`src/rtl/pcs_am_pkg.sv`:
```
// Shared alignment-marker constants and helpers for the 40GBASE-R marker inserter.
package pcs_am_pkg;

    // Per PCS lane, byte order M0, M1, M2, M4, M5, M6 (M3/M7 carry BIP and ~BIP).
    localparam logic [7:0] AM_BYTES [4][6] = '{
        '{8'h90, 8'h76, 8'h47, 8'h6F, 8'h89, 8'hB8},
        '{8'hF0, 8'hC4, 8'hE6, 8'h0F, 8'h3B, 8'h19},
        '{8'hC5, 8'h65, 8'h9B, 8'h3A, 8'h9A, 8'h64},
        '{8'hA2, 8'h79, 8'h3D, 8'h5D, 8'h86, 8'hC2}
    };

    function automatic logic [7:0] bip_fold(input logic [65:0] blk);
        logic [7:0] r;
        r = '0;
        for (int k = 0; k < 8; k++) begin
            r = r ^ blk[2 + 8*k +: 8];
        end
        r[3] = r[3] ^ blk[0];
        r[4] = r[4] ^ blk[1];
        return r;
    endfunction

    function automatic logic [65:0] am_build(input logic [1:0] lane, input logic [7:0] bip);
        return {~bip, AM_BYTES[lane][5], AM_BYTES[lane][4], AM_BYTES[lane][3],
                bip, AM_BYTES[lane][2], AM_BYTES[lane][1], AM_BYTES[lane][0], 2'b01};
    endfunction

endpackage

```
`src/rtl/am_lane_bip.sv`:
```
// One PCS lane: BIP accumulator and selection between marker and data for the output register.
module am_lane_bip
    import pcs_am_pkg::*;
#(
    parameter int LANE = 0
) (
    input  logic        clk,
    input  logic        reset_n,
    input  logic        load,
    input  logic        restart,
    input  logic        marker,
    input  logic [65:0] data,
    output logic [65:0] blk
);

    logic [7:0] acc;

    // The marker carries the accumulator as it stood before this load.
    assign blk = marker ? am_build(2'(LANE), acc) : data;

    always_ff @(posedge clk or negedge reset_n) begin
        if (!reset_n) begin
            acc <= '0;
        end else if (load) begin
            acc <= restart ? bip_fold(blk) : (acc ^ bip_fold(blk));
        end
    end

endmodule

```
`src/rtl/am_inserter_multi.sv`:
```
// Multi-lane alignment-marker inserter with valid/ready handshake on both sides.
module am_inserter_multi
    import pcs_am_pkg::*;
#(
    parameter int NUM_LANES  = 4,
    parameter int FIRST_LANE = 0,
    parameter int AM_PERIOD  = 16384
) (
    input  logic                      clk,
    input  logic                      reset_n,
    input  logic                      am_enable,
    input  logic [66*NUM_LANES-1:0]   in_data,
    input  logic                      in_valid,
    output logic                      in_ready,
    output logic [66*NUM_LANES-1:0]   out_data,
    output logic                      out_valid,
    input  logic                      out_ready,
    output logic                      am_slot
);

    localparam int CW = $clog2(AM_PERIOD);

    if (NUM_LANES < 1 || NUM_LANES + FIRST_LANE > 4) begin : g_bad_lanes
        $error("am_inserter_multi: lane range exceeds PCS lanes 0..3");
    end
    if (AM_PERIOD < 4 || (AM_PERIOD & (AM_PERIOD - 1)) != 0) begin : g_bad_period
        $error("am_inserter_multi: AM_PERIOD must be a power of two >= 4");
    end

    logic [CW-1:0]            cnt;
    logic                     load;
    logic                     slot0;
    logic                     am_now;
    logic                     wr;
    logic [66*NUM_LANES-1:0]  blk_next;

    assign load     = ~out_valid | out_ready;
    assign slot0    = (cnt == '0);
    assign am_now   = slot0 & am_enable;
    assign in_ready = load & ~am_now;
    assign wr       = load & (am_now | in_valid);

    for (genvar i = 0; i < NUM_LANES; i++) begin : g_lane
        am_lane_bip #(
            .LANE (FIRST_LANE + i)
        ) u_lane (
            .clk     (clk),
            .reset_n (reset_n),
            .load    (wr),
            .restart (slot0),
            .marker  (am_now),
            .data    (in_data[66*i +: 66]),
            .blk     (blk_next[66*i +: 66])
        );
    end

    // A write always advances the slot; a load with nothing to write only drains the register.
    always_ff @(posedge clk or negedge reset_n) begin
        if (!reset_n) begin
            out_valid <= 1'b0;
            out_data  <= '0;
            am_slot   <= 1'b0;
            cnt       <= '0;
        end else if (load) begin
            out_valid <= wr;
            am_slot   <= am_now;
            if (wr) begin
                out_data <= blk_next;
                cnt      <= cnt + CW'(1);
            end
        end
    end

endmodule

```
`config.mk`:
```
export PLATFORM = sky130hd
export DESIGN_NAME = am_inserter_multi
export DESIGN_NICKNAME = d
export VERILOG_FILES = /design/src/rtl/pcs_am_pkg.sv /design/src/rtl/am_lane_bip.sv /design/src/rtl/am_inserter_multi.sv
export SDC_FILE = /design/constraint.sdc
export NUM_CORES = 1
export LEC_CHECK = 0
export CAP_MARGIN = 20
export CORE_AREA = 2 2 208 210
export DETAILED_ROUTE_END_ITERATION = 12
export DIE_AREA = 0 0 210 212
export GPL_TIMING_DRIVEN = 0
export PLACE_DENSITY_LB_ADDON = 0.25
export SETUP_SLACK_MARGIN = 0.2
export SYNTH_ARGS = -nofsm -noshare
export SYNTH_HDL_FRONTEND = slang
export SYNTH_SLANG_ARGS = --single-unit
```
`constraint.sdc`:
```
create_clock -name clk -period 3 [get_ports clk]
set_clock_uncertainty 0.05 [all_clocks]
set_input_delay 0.3 -clock clk [delete_from_list [all_inputs] [get_ports clk]]
set_output_delay 0.3 -clock clk [all_outputs]
set_load 0.02 [all_outputs]
```
Yosys cells after proc, flatten, opt, wreduce, memory -nomap -nowiden
Cells that the tools add are included.
- input bits: 269
- bits in registers: 312
- output and inout bits: 267
- add/subtract/negate cells: 1
- mux-type cells: 8
- reduce and logical (&&, ||, !) cells: 2
- bitwise gates (word level): 51
- operator list (cell ; number):
    two-way mux 66 bit ; 4
    bitwise XOR 8 bit ; 32
    two-way mux 8 bit ; 4
    NOT 8 bit ; 4
    adder 14 x 1 -> 14 bit (second input constant) ; 1
    logical NOT 14 bit ; 1
    bitwise XOR 1 bit ; 8
    bitwise AND 1 bit ; 3
    NOT 1 bit ; 2
    OR 1 bit ; 2
    AND reduction 2 bit ; 1

Longest topological paths before layout
Gate-level depths: netlist of the first run.
- word-level depth: 13
- depth in mapped cells: 10
- mapped depth without buffers: 8

Modules after synthesis
Synthesis of the first run repeated with hierarchy kept, for this count alone.
- cells, all modules: 1388
- area, all modules: 17644.4 sq um
- modules (own cells, without submodules) (module ; instances ; area an instance (sq um) ; cells each):
    am_inserter_multi ; 1 ; 11715.0 ; 634
    am_lane_bip (g_lane[2].u_lane) ; 1 ; 1508.9 ; 189
    am_lane_bip (g_lane[3].u_lane) ; 1 ; 1483.9 ; 188
    am_lane_bip (g_lane[0].u_lane) ; 1 ; 1480.2 ; 188
    am_lane_bip (g_lane[1].u_lane) ; 1 ; 1456.4 ; 189

Worst setup path before layout of the first run
OpenSTA, ideal clock, no wires.
- path kind: flip-flop to flip-flop
- from: register cnt[0]
- to: register out_data[152]
- cell stages (with the launch flop): 11
- arrival: 1889 ps
- period minus slack after synthesis: 2056 ps
- buffers on the path: 3
- required time: 2833 ps
- path slack: 944 ps
- cells stage by stage: dfrtp_1 > inv_1 > ha_1 > nor4b_2 > nand4_1 > or2_1 > clkbuf_1 > buf_2 > buf_2 > nand3_1 > nand2_1
- word-level cells in the longest chain between the ends: 5
- ends and longest elaborated chain (item ; line ; text):
    start, declared ; am_inserter_multi.sv:30 ; logic [CW-1:0] cnt;
    start signal, assigned ; am_inserter_multi.sv:69 ; cnt <= cnt + CW'(1);
    logical NOT 14 bit * ; am_inserter_multi.sv:38 ; assign slot0 = (cnt == '0);
    bitwise AND 1 bit * ; am_inserter_multi.sv:39 ; assign am_now = slot0 & am_enable;
    OR 1 bit ; am_inserter_multi.sv:41 ; assign wr = load & (am_now | in_valid);
    bitwise AND 1 bit ; am_inserter_multi.sv:41 ;
    AND reduction 2 bit (no source line) ; n/a ;
    end signal, assigned ; am_inserter_multi.sv:68 ; out_data <= blk_next;
    end, declared ; am_inserter_multi.sv:15 ; output logic [66*NUM_LANES-1:0] out_data,
Every way passes the cells marked *; elsewhere a longest branch is shown, timed or not.
A chain may end at the register's enable or synchronous reset.

Worst setup path after layout of the first run
- from: register cnt[0]
- to: output port in_ready
- word-level cells in the longest chain between the ends: 4
- ends and longest elaborated chain (item ; line ; text):
    logical NOT 14 bit ; am_inserter_multi.sv:38 ;
    bitwise AND 1 bit ; am_inserter_multi.sv:39 ;
    NOT 1 bit ; am_inserter_multi.sv:40 ; assign in_ready = load & ~am_now;
    bitwise AND 1 bit ; am_inserter_multi.sv:40 ;
    end, declared ; am_inserter_multi.sv:14 ; output logic in_ready,
Every way passes these cells.

==> results of run 1 <==
[worst register-to-register path: stages, from the launching register on]
cell and delay (ns):
dfrtp_1 0.39, inv_1 0.10, ha_2 0.21, nor4b_2 0.24, nand4_1 0.30, nor2_1 0.26, buf_4 0.33, clkbuf_1 0.44
o21ai_0 0.15, nand2_1 0.09
[sequential cells by signal (all words and copies together) (netlist names)]
| name | count |
|---|---|
| out_data | 264 |
| g_lane.u_lane.acc | 32 |
| cnt | 14 |
| am_slot | 1 |
| out_valid | 1 |
[kinds of logic after synthesis]
group | synth area share (%)
XOR/XNOR | 14.17
AND/OR/NAND/NOR | 19.02
buffers and inverters | 3.438
multiplexers | 0.1974
adder cells (fa/ha/maj) | 0.1645
flip-flops | 51.32
AO/OA/AOI/OAI | 11.68
[what timing repair did]
| item | in CTS | in global routing |
|---|---|---|
| gates cloned | 0 | 1 |
| hold buffers | 1 | 0 |
| endpoints found under the hold margin | 56 | 0 |
| endpoints found under the setup margin | 57 | 289 |
| pin swaps | 0 | 2 |
| resized for setup | 9 | 30 |
| buffers inserted | 0 | 5 |
[final cells by class]
cell class / instances / area (um2)
fillers: 3928 / 19840
multi-input cells: 1282 / 6915
clock inverters: 6 / 62.56
inverters: 5 / 18.77
plain buffers: 110 / 541.8
clock buffers: 58 / 1147
well taps: 546 / 683.2
repair buffers: 544 / 5485
flip-flops and latches: 312 / 7807
[per-layer routing]
layer | vias up | global-route usage [%]
met3 | 85 | 7.120
met4 | 0 | 8.217
met5 | - | 0
met2 | 581 | 47.29
met1 | 7141 | 34.38
li1 | 6792 | -
[per-stage QoR]
step / total power [uW] / setup TNS, ns / hold WS, ns / util [%]
2_1_floorplan: 8820 / 0 / -0.04559 / -
3_3_place_gp: 11710 / -3988.67 / 0.4005 / 49.99
3_5_place_dp: 11840 / -0.1628 / 0.2020 / 50.20
4_1_cts: 16460 / 0 / 0.2065 / 53.11
5_1_grt: 17190 / 0 / 0.2385 / 53.31
6_report: 16360 / 0 / 0.1992 / 53.31
[placed cells by master, fill, tap and decap left out, drive strengths merged, types with 2 or more instances in the layout]
master,netlist,final
a41o,3,3
nand4,4,4
xor2,38,38
a31o,23,23
nor2,72,72
xnor3,2,2
clkdlybuf4s50,0,533
and4,3,3
o21ai,141,141
buf,72,80
clkbuf,38,98
nor4,2,2
nand2b,3,3
mux2i,3,3
nor4b,2,2
dfrtp,312,312
a21oi,111,112
nand3,106,106
inv,4,5
xnor2,203,203
o22ai,2,2
a2bb2oi,3,3
ha,2,2
nor3,5,5
a31oi,33,33
clkinv,1,5
nand2,513,513
[worst min-delay path by stage]
stage | endpoint | slack, ns | cells past startpoint
after global placement | out_data[5]$_DFFE_PN0P_ | 0.40 | 2
after CTS | out_data[180]$_DFFE_PN0P_ | 0.21 | 2
final | out_data[180]$_DFFE_PN0P_ | 0.20 | 2
after floorplan | am_slot$_DFFE_PN0N_ | -0.05 | 0
after detailed placement | out_data[180]$_DFFE_PN0P_ | 0.20 | 1
after global routing | out_data[180]$_DFFE_PN0P_ | 0.24 | 2
[where the power goes]
group / internal [uW] / total, uW / switching, uW
Sequential: 5190 / 5910 / 725
Combinational: 2680 / 5890 / 3210
Clock: 2710 / 4560 / 1850
Total: 10600 / 16400 / 5780
==> flow_summary_export.csv, run 1 <==
group,metric,value,unit
run_status,status,"complete, no violations",
drt,drc,0,
critical_path,cp.arrival,2.32,ns
grt,first_global_vias,14940,
drt,drt_iter0_drc,969,
floorplanning,fp.coreArea,42510,um2
critical_path,rr_worst_depth,9,
critical_path,cpMostUsedCell,"buf_6",
critical_path,r2r_end,"out_data[16]$_DFFE_PN0P_",
placement,dp_hpwl,47940,um
layout,drive_gt1_share,7.639,%
yosys,ys_seq_area_share,51.32,%
yosys,synth.distinct_cells,39,
timing,hold_viol,0,
critical_path,cp_max_fo,10,
placement,gp_congestion,0.8932,
cts,cts_buffers,37,
critical_path,cp-start-kind,"flip-flop",
drt,wl_met3,4801,um
layout,final_nets,2563,
grt,grt_use_total,27.61,%
yosys,yosysMostFrequentCell,"nand2_1",
timing,layout_min_cycle_time,2.674,ns
yosys,syn_nets,1979,
floorplanning,rows,76,
pwr,ir_drop,497.8,uV
critical_path,critPathCapture,"in_ready",
yosys,avgSynthCellArea,8.906,um2
placement,numPortBuffers,535,
critical_path,r2r_start,"cnt[0]$_DFFE_PN0P_",
critical_path,crit_path_end_kind,"output port",
drt,wl,62710,um
grt,grt_max_degree,98,
layout,fin_cells,2863,
timing,tightest_slew,0.7985,ns
layout,area_delta_synth_final,48.97,%
floorplanning,die_w,210,um
critical_path,crit_required,2.65,ns
timing,setup_viol,0,
critical_path,cp.depth,8,
floorplanning,start_util,35.79,%
yosys,synth.area.top_cells,"dfrtp_1 51%, nand2_1 13%, xnor2_1 12%",
run,cap_violations,0,
yosys,yosys-top-cells-count,"513 x nand2_1, 312 x dfrtp_1, 203 x xnor2_1",
cts,cts_root_buffer,"clkbuf_16",
drt,num_vias,14600,
timing,rsz0062_at_grt,"no",
floorplanning,dieArea,44520,um2
drt,wl_met1,25650,um
yosys,ys.flop_type,"dfrtp_1",
cts,cts_tree,"built",
cts,htreeDepth,2,
drt,dr_wl_met2,30550,um
timing,slew_headroom,46.77,%
drt,vias_per_cell,5.099,
pwr,power_density,722.0,nW/um2
drt,topRoutingLayerUsed,"met4",
placement,pre_cts_slack,-0.1628,ns
timing,fin_crit_sh,89.13,%
critical_path,crit_chain,"inv_1 -> ha_2 -> nor4b_4 -> and4_1 -> buf_6 -> buf_6 -> nor2_1 -> buf_2",
placement,numPlacedInstances,2792,
critical_path,slowest_stage,"dfrtp_1",
timing,fin_ws,0.3262,ns
critical_path,critPathMaxStageDelay,0.39,ns
cts,path_clk_slew,0.06,ns
worst_hold_path,hold_class,"input pin to async pin",
drt,final_antenna_net_count,0,
cts,clk_latency,0.55,ns
critical_path,r2r_setup_slack,0.37,ns
critical_path,crit_buf_inv,4,
yosys,yosys.area.top_type_share,51.32,%
critical_path,critPathKind,"flip-flop to output port",
timing,slew_violations,0,
yosys,syn_area,15210,um2
cts,clockBufferDepth,3,
drt,firstDrtPassIters,5,
grt,overflow,0,
placement,dpl_cell_area,21340,um2
drt,wl_per_cell,21.90,um
floorplanning,die_y,212,um
grt,antenna_found_initial,1,
yosys,yosysWarnings,0,
yosys,async_flop_share,100.0,%
yosys,synth_top_cell_by_area,"dfrtp_1",
pwr,p_leak,0.01002,uW
critical_path,startpoint,"cnt[0]$_DFFE_PN0P_",
cts,cts_sinks,312,
layout,finalInstanceArea,22660,um2
critical_path,critical-path-top-delay-family,"buffers and inverters",
floorplanning,io_pins,536,
layout,antenna_cells,0,
yosys,synth-seq-cells,312,
yosys,syn_inst,1708,
grt,grt_pass1_wl,92110,um
yosys,synth_edf_count,0,
timing,fmax,374.0,MHz
Note: power is estimated with default switching activity, not from simulation.
==> run 2, diff against run 1 <==
--- a/config.mk
+++ b/config.mk
@@ -6,12 +6,14 @@
 export NUM_CORES = 1
 export LEC_CHECK = 0
 export CAP_MARGIN = 20
-export CORE_AREA = 2 2 208 210
+export CORE_AREA = 2 2 211 213
 export DETAILED_ROUTE_END_ITERATION = 12
-export DIE_AREA = 0 0 210 212
+export DIE_AREA = 0 0 213 215
 export GPL_TIMING_DRIVEN = 0
 export PLACE_DENSITY_LB_ADDON = 0.25
 export SETUP_SLACK_MARGIN = 0.2
+export SLEW_MARGIN = 25
 export SYNTH_ARGS = -nofsm -noshare
 export SYNTH_HDL_FRONTEND = slang
+export SYNTH_HIERARCHICAL = 1
 export SYNTH_SLANG_ARGS = --single-unit
==> run 2 against run 1 <==
  * Final area rose by 13%
  * Setup slack got worse by 0.026 ns
  * Maximum frequency shrank 0.95%
  * First-iteration DRC count shrank 37%
  * Sequential share of layout area fell by 3.8 points
  * Area after synthesis rose by 16%
  * Flip-flop and latch count stayed put
  * Wire length shrank 13%
  * Cell count down 8.8%
  * Global-route usage fell by 3.9 points
  * Sequential power fell by 3%
  * Critical endpoint is now out_data[134]$_DFFE_PN0P_
  * Register-to-register slack worse by 0.07 ns
  * Largest power group unchanged
==> flow_summary_export.csv, run 2 <==
group,metric,value,unit
critical_path,cp_max_fo,10,
yosys,ys_seq_area_share,44.25,%
floorplanning,io_pins,536,
drt,vias_per_cell,4.849,
cts,clockBufferDepth,3,
timing,tns,0,ns
cts,path_clk_slew,0.06,ns
pwr,p_sw_share,30.76,%
worst_hold_path,hold_class,"input pin to async pin",
layout,fillers,3620,
grt,grt_use_total,23.73,%
layout,drive_gt1_share,27.15,%
pwr,combPwrFrac,32.8,%
drt,wl_per_cell,20.90,um
timing,slew_headroom,58.27,%
run_status,status,"complete, no violations",
yosys,yosys.area.top_type_share,44.25,%
pwr,p_leak,0.01085,uW
layout,final_nets,2256,
yosys,async_flop_share,100.0,%
yosys,yosysWarnings,6,
yosys,synth.area.top_cells,"dfrtp_1 44%, mux2_4 17%, xnor2_1 11%",
pwr,ir_drop,435.8,uV
layout,multi_input_area,9164,um2
timing,layout_min_cycle_time,2.699,ns
floorplanning,die_w,213,um
critical_path,rr_worst_depth,11,
yosys,synth_top_cell_by_area,"dfrtp_1",
placement,gp_congestion,0.8780,
yosys,syn_inst,1388,
yosys,yosysMostFrequentCell,"dfrtp_1",
grt,first_global_vias,13760,
placement,numPortBuffers,535,
grt,antenna_found_initial,4,
timing,hold_ws,0.2646,ns
critical_path,r2r_start,"cnt[0]$_DFFE_PN0P_",
pwr,p_clk_share,31.2,%
pwr,seq_power_share,36.1,%
cts,cts_buffers,39,
critical_path,crit_path_end_kind,"flip-flop",
timing,slew_violations,0,
pwr,power.internal,11010,uW
cts,cts_tree,"built",
drt,drt_iter0_drc,607,
timing,fmax,370.4,MHz
yosys,synth.distinct_cells,55,
drt,num_vias,12660,
grt,grt_pass1_wl,82820,um
critical_path,r2r_end,"out_data[134]$_DFFE_PN0P_",
critical_path,critPathKind,"flip-flop to flip-flop",
layout,largest_reg_flops,264,
cts,clk_latency,0.56,ns
yosys,syn_nets,1659,
yosys,syn_area,17640,um2
run,cap_violations,0,
timing,fin_crit_sh,89.98,%
drt,wl,54560,um
floorplanning,start_util,40.43,%
yosys,yosys-top-cells-count,"312 x dfrtp_1, 218 x xnor2_1, 200 x mux2_4",
layout,layout_commonest_cell,"clkdlybuf4s50_1",
yosys,ys.flop_type,"dfrtp_1",
pwr,p_switching,4889,uW
critical_path,cp-start-kind,"flip-flop",
layout,area_delta_synth_final,44.59,%
grt,grt_max_degree,87,
pwr,finalPower,15900,uW
drt,drc,0,
timing,setup_viol,0,
cts,cts_sinks,312,
floorplanning,rows,77,
cts,cts_root_buffer,"clkbuf_16",
layout,final-seq-area,7811,um2
critical_path,r2r_setup_slack,0.30,ns
floorplanning,die_y,215,um
floorplanning,dieArea,45800,um2
yosys,synth_edf_count,0,
cts,htreeDepth,2,
timing,tightest_slew,0.6259,ns
yosys,synth-seq-cells,312,
placement,dp_hpwl,40660,um
critical_path,cp.arrival,3.08,ns
layout,largestRegisters,"out_data (264), g_lane.u_lane/acc (32), cnt (14)",
floorplanning,fp.coreArea,43640,um2
yosys,avgSynthCellArea,12.71,um2
layout,layout_common_cells,"533 x clkdlybuf4s50_1, 309 x dfrtp_1, 216 x xnor2_1, 200 x mux2_4, 111 x nor2b_1",
drt,final_antenna_net_count,0,
timing,rsz0062_at_grt,"yes",
layout,largest-register,"out_data",
critical_path,crit_required,3.38,ns
pwr,power_density,623.1,nW/um2
drt,firstDrtPassIters,4,
timing,hold_viol,0,
grt,overflow,0,
-- run 2: changes by cell type in the layout (fill, tap and decap cells not counted), sizes merged, moves of 33 or more --
cell | before | now
o21ai | 141 | 37
nor2b | 1 | 115
nand2 | 513 | 59
or2 | 1 | 100
nand3 | 106 | 6
a31oi | 33 | 0
nor2 | 72 | 25
mux2 | 0 | 296
a21oi | 112 | 4
-- run 2: critical path: stages (launching register included) --
cell and delay [ns]:
dfrtp_1 0.38, inv_1 0.08, ha_1 0.23, and3b_2 0.23
nand2_1 0.15, nor2_4 0.07, buf_4 0.16, buf_2 0.18
clkbuf_4 0.22, clkbuf_2 0.24, or2_2 0.33, mux2_4 0.25
-- run 2: kinds of logic after synthesis --
kind of cell	after synthesis	synth area share, %
AND/OR/NAND/NOR	338	11.22
flip-flops	312	44.25
multiplexers	299	23.32
XOR/XNOR	251	12.64
AO/OA/AOI/OAI	102	4.255
buffers and inverters	84	4.177
adder cells (fa/ha/maj)	2	0.1418
-- run 2: area by class of cell --
class | count | share of cell area (%)
diodes | 3 | 0.02943
clock inverters | 10 | 0.5150
repair buffers | 556 | 22.00
plain buffers | 73 | 3.041
clock buffers | 61 | 4.787
multi-input cells | 992 | 35.92
flip-flops and latches | 312 | 30.62
inverters | 11 | 0.1913
well taps | 592 | 2.903
-- run 2: stage by stage --
stage / util, % / instance area [um2] / instances / setup slack (ns)
final: 58.46 / 25510 / 2610 / 0.3005
after global routing: 58.46 / 25510 / 2610 / 0.1925
after CTS: 58.02 / 25320 / 2597 / 0.2047
after detailed placement: 54.69 / 23870 / 2520 / -0.5360
after global placement: 54.44 / 23760 / 2515 / -12.84
after floorplan: - / 17660 / 1388 / 0.2047
-- run 2: worst max path at each step --
stage,from,endpoint,cells after the start
global placement,reset_n,out_data[210]$_DFFE_PN0P_,1
detailed placement,am_enable,out_data[172]$_DFFE_PN0P_,9
global route,cnt[0]$_DFFE_PN0P_,out_data[134]$_DFFE_PN0P_,11
finish,cnt[0]$_DFFE_PN0P_,out_data[134]$_DFFE_PN0P_,11
CTS,cnt[5]$_DFFE_PN0P_,g_lane[2].u_lane/acc[0]$_DFFE_PN0P_,11
floorplan,cnt[5]$_DFFE_PN0P_,g_lane[2].u_lane/acc[0]$_DFFE_PN0P_,9
-- run 2: layer usage --
layer | part of all wire (%) | GRT usage (%) | up-vias
met5 | 0 | 0 | -
met2 | 49 | 39.97 | 393
met4 | 3.4 | 8.904 | 0
met3 | 6.2 | 5.275 | 101
met1 | 42 | 29.60 | 6263
li1 | - | - | 5898
-- run 2: power by group through the flow --
stage | sequential, uW | clock, uW | combinational, uW
floorplan | 6260 | 0 | 2400
global placement | 5740 | 0 | 5080
detailed placement | 5770 | 0 | 5170
CTS | 5710 | 5080 | 5210
global route | 5840 | 5240 | 5540
finish | 5730 | 4950 | 5210
-- run 2: timing repair --
item,CTS,global route
hold buffers,1,0
pin swaps,3,4
gates cloned,0,0
endpoints found under the setup margin,297,179
hold endpoints to repair,72,0
resized for setup,18,62
setup buffers,5,10
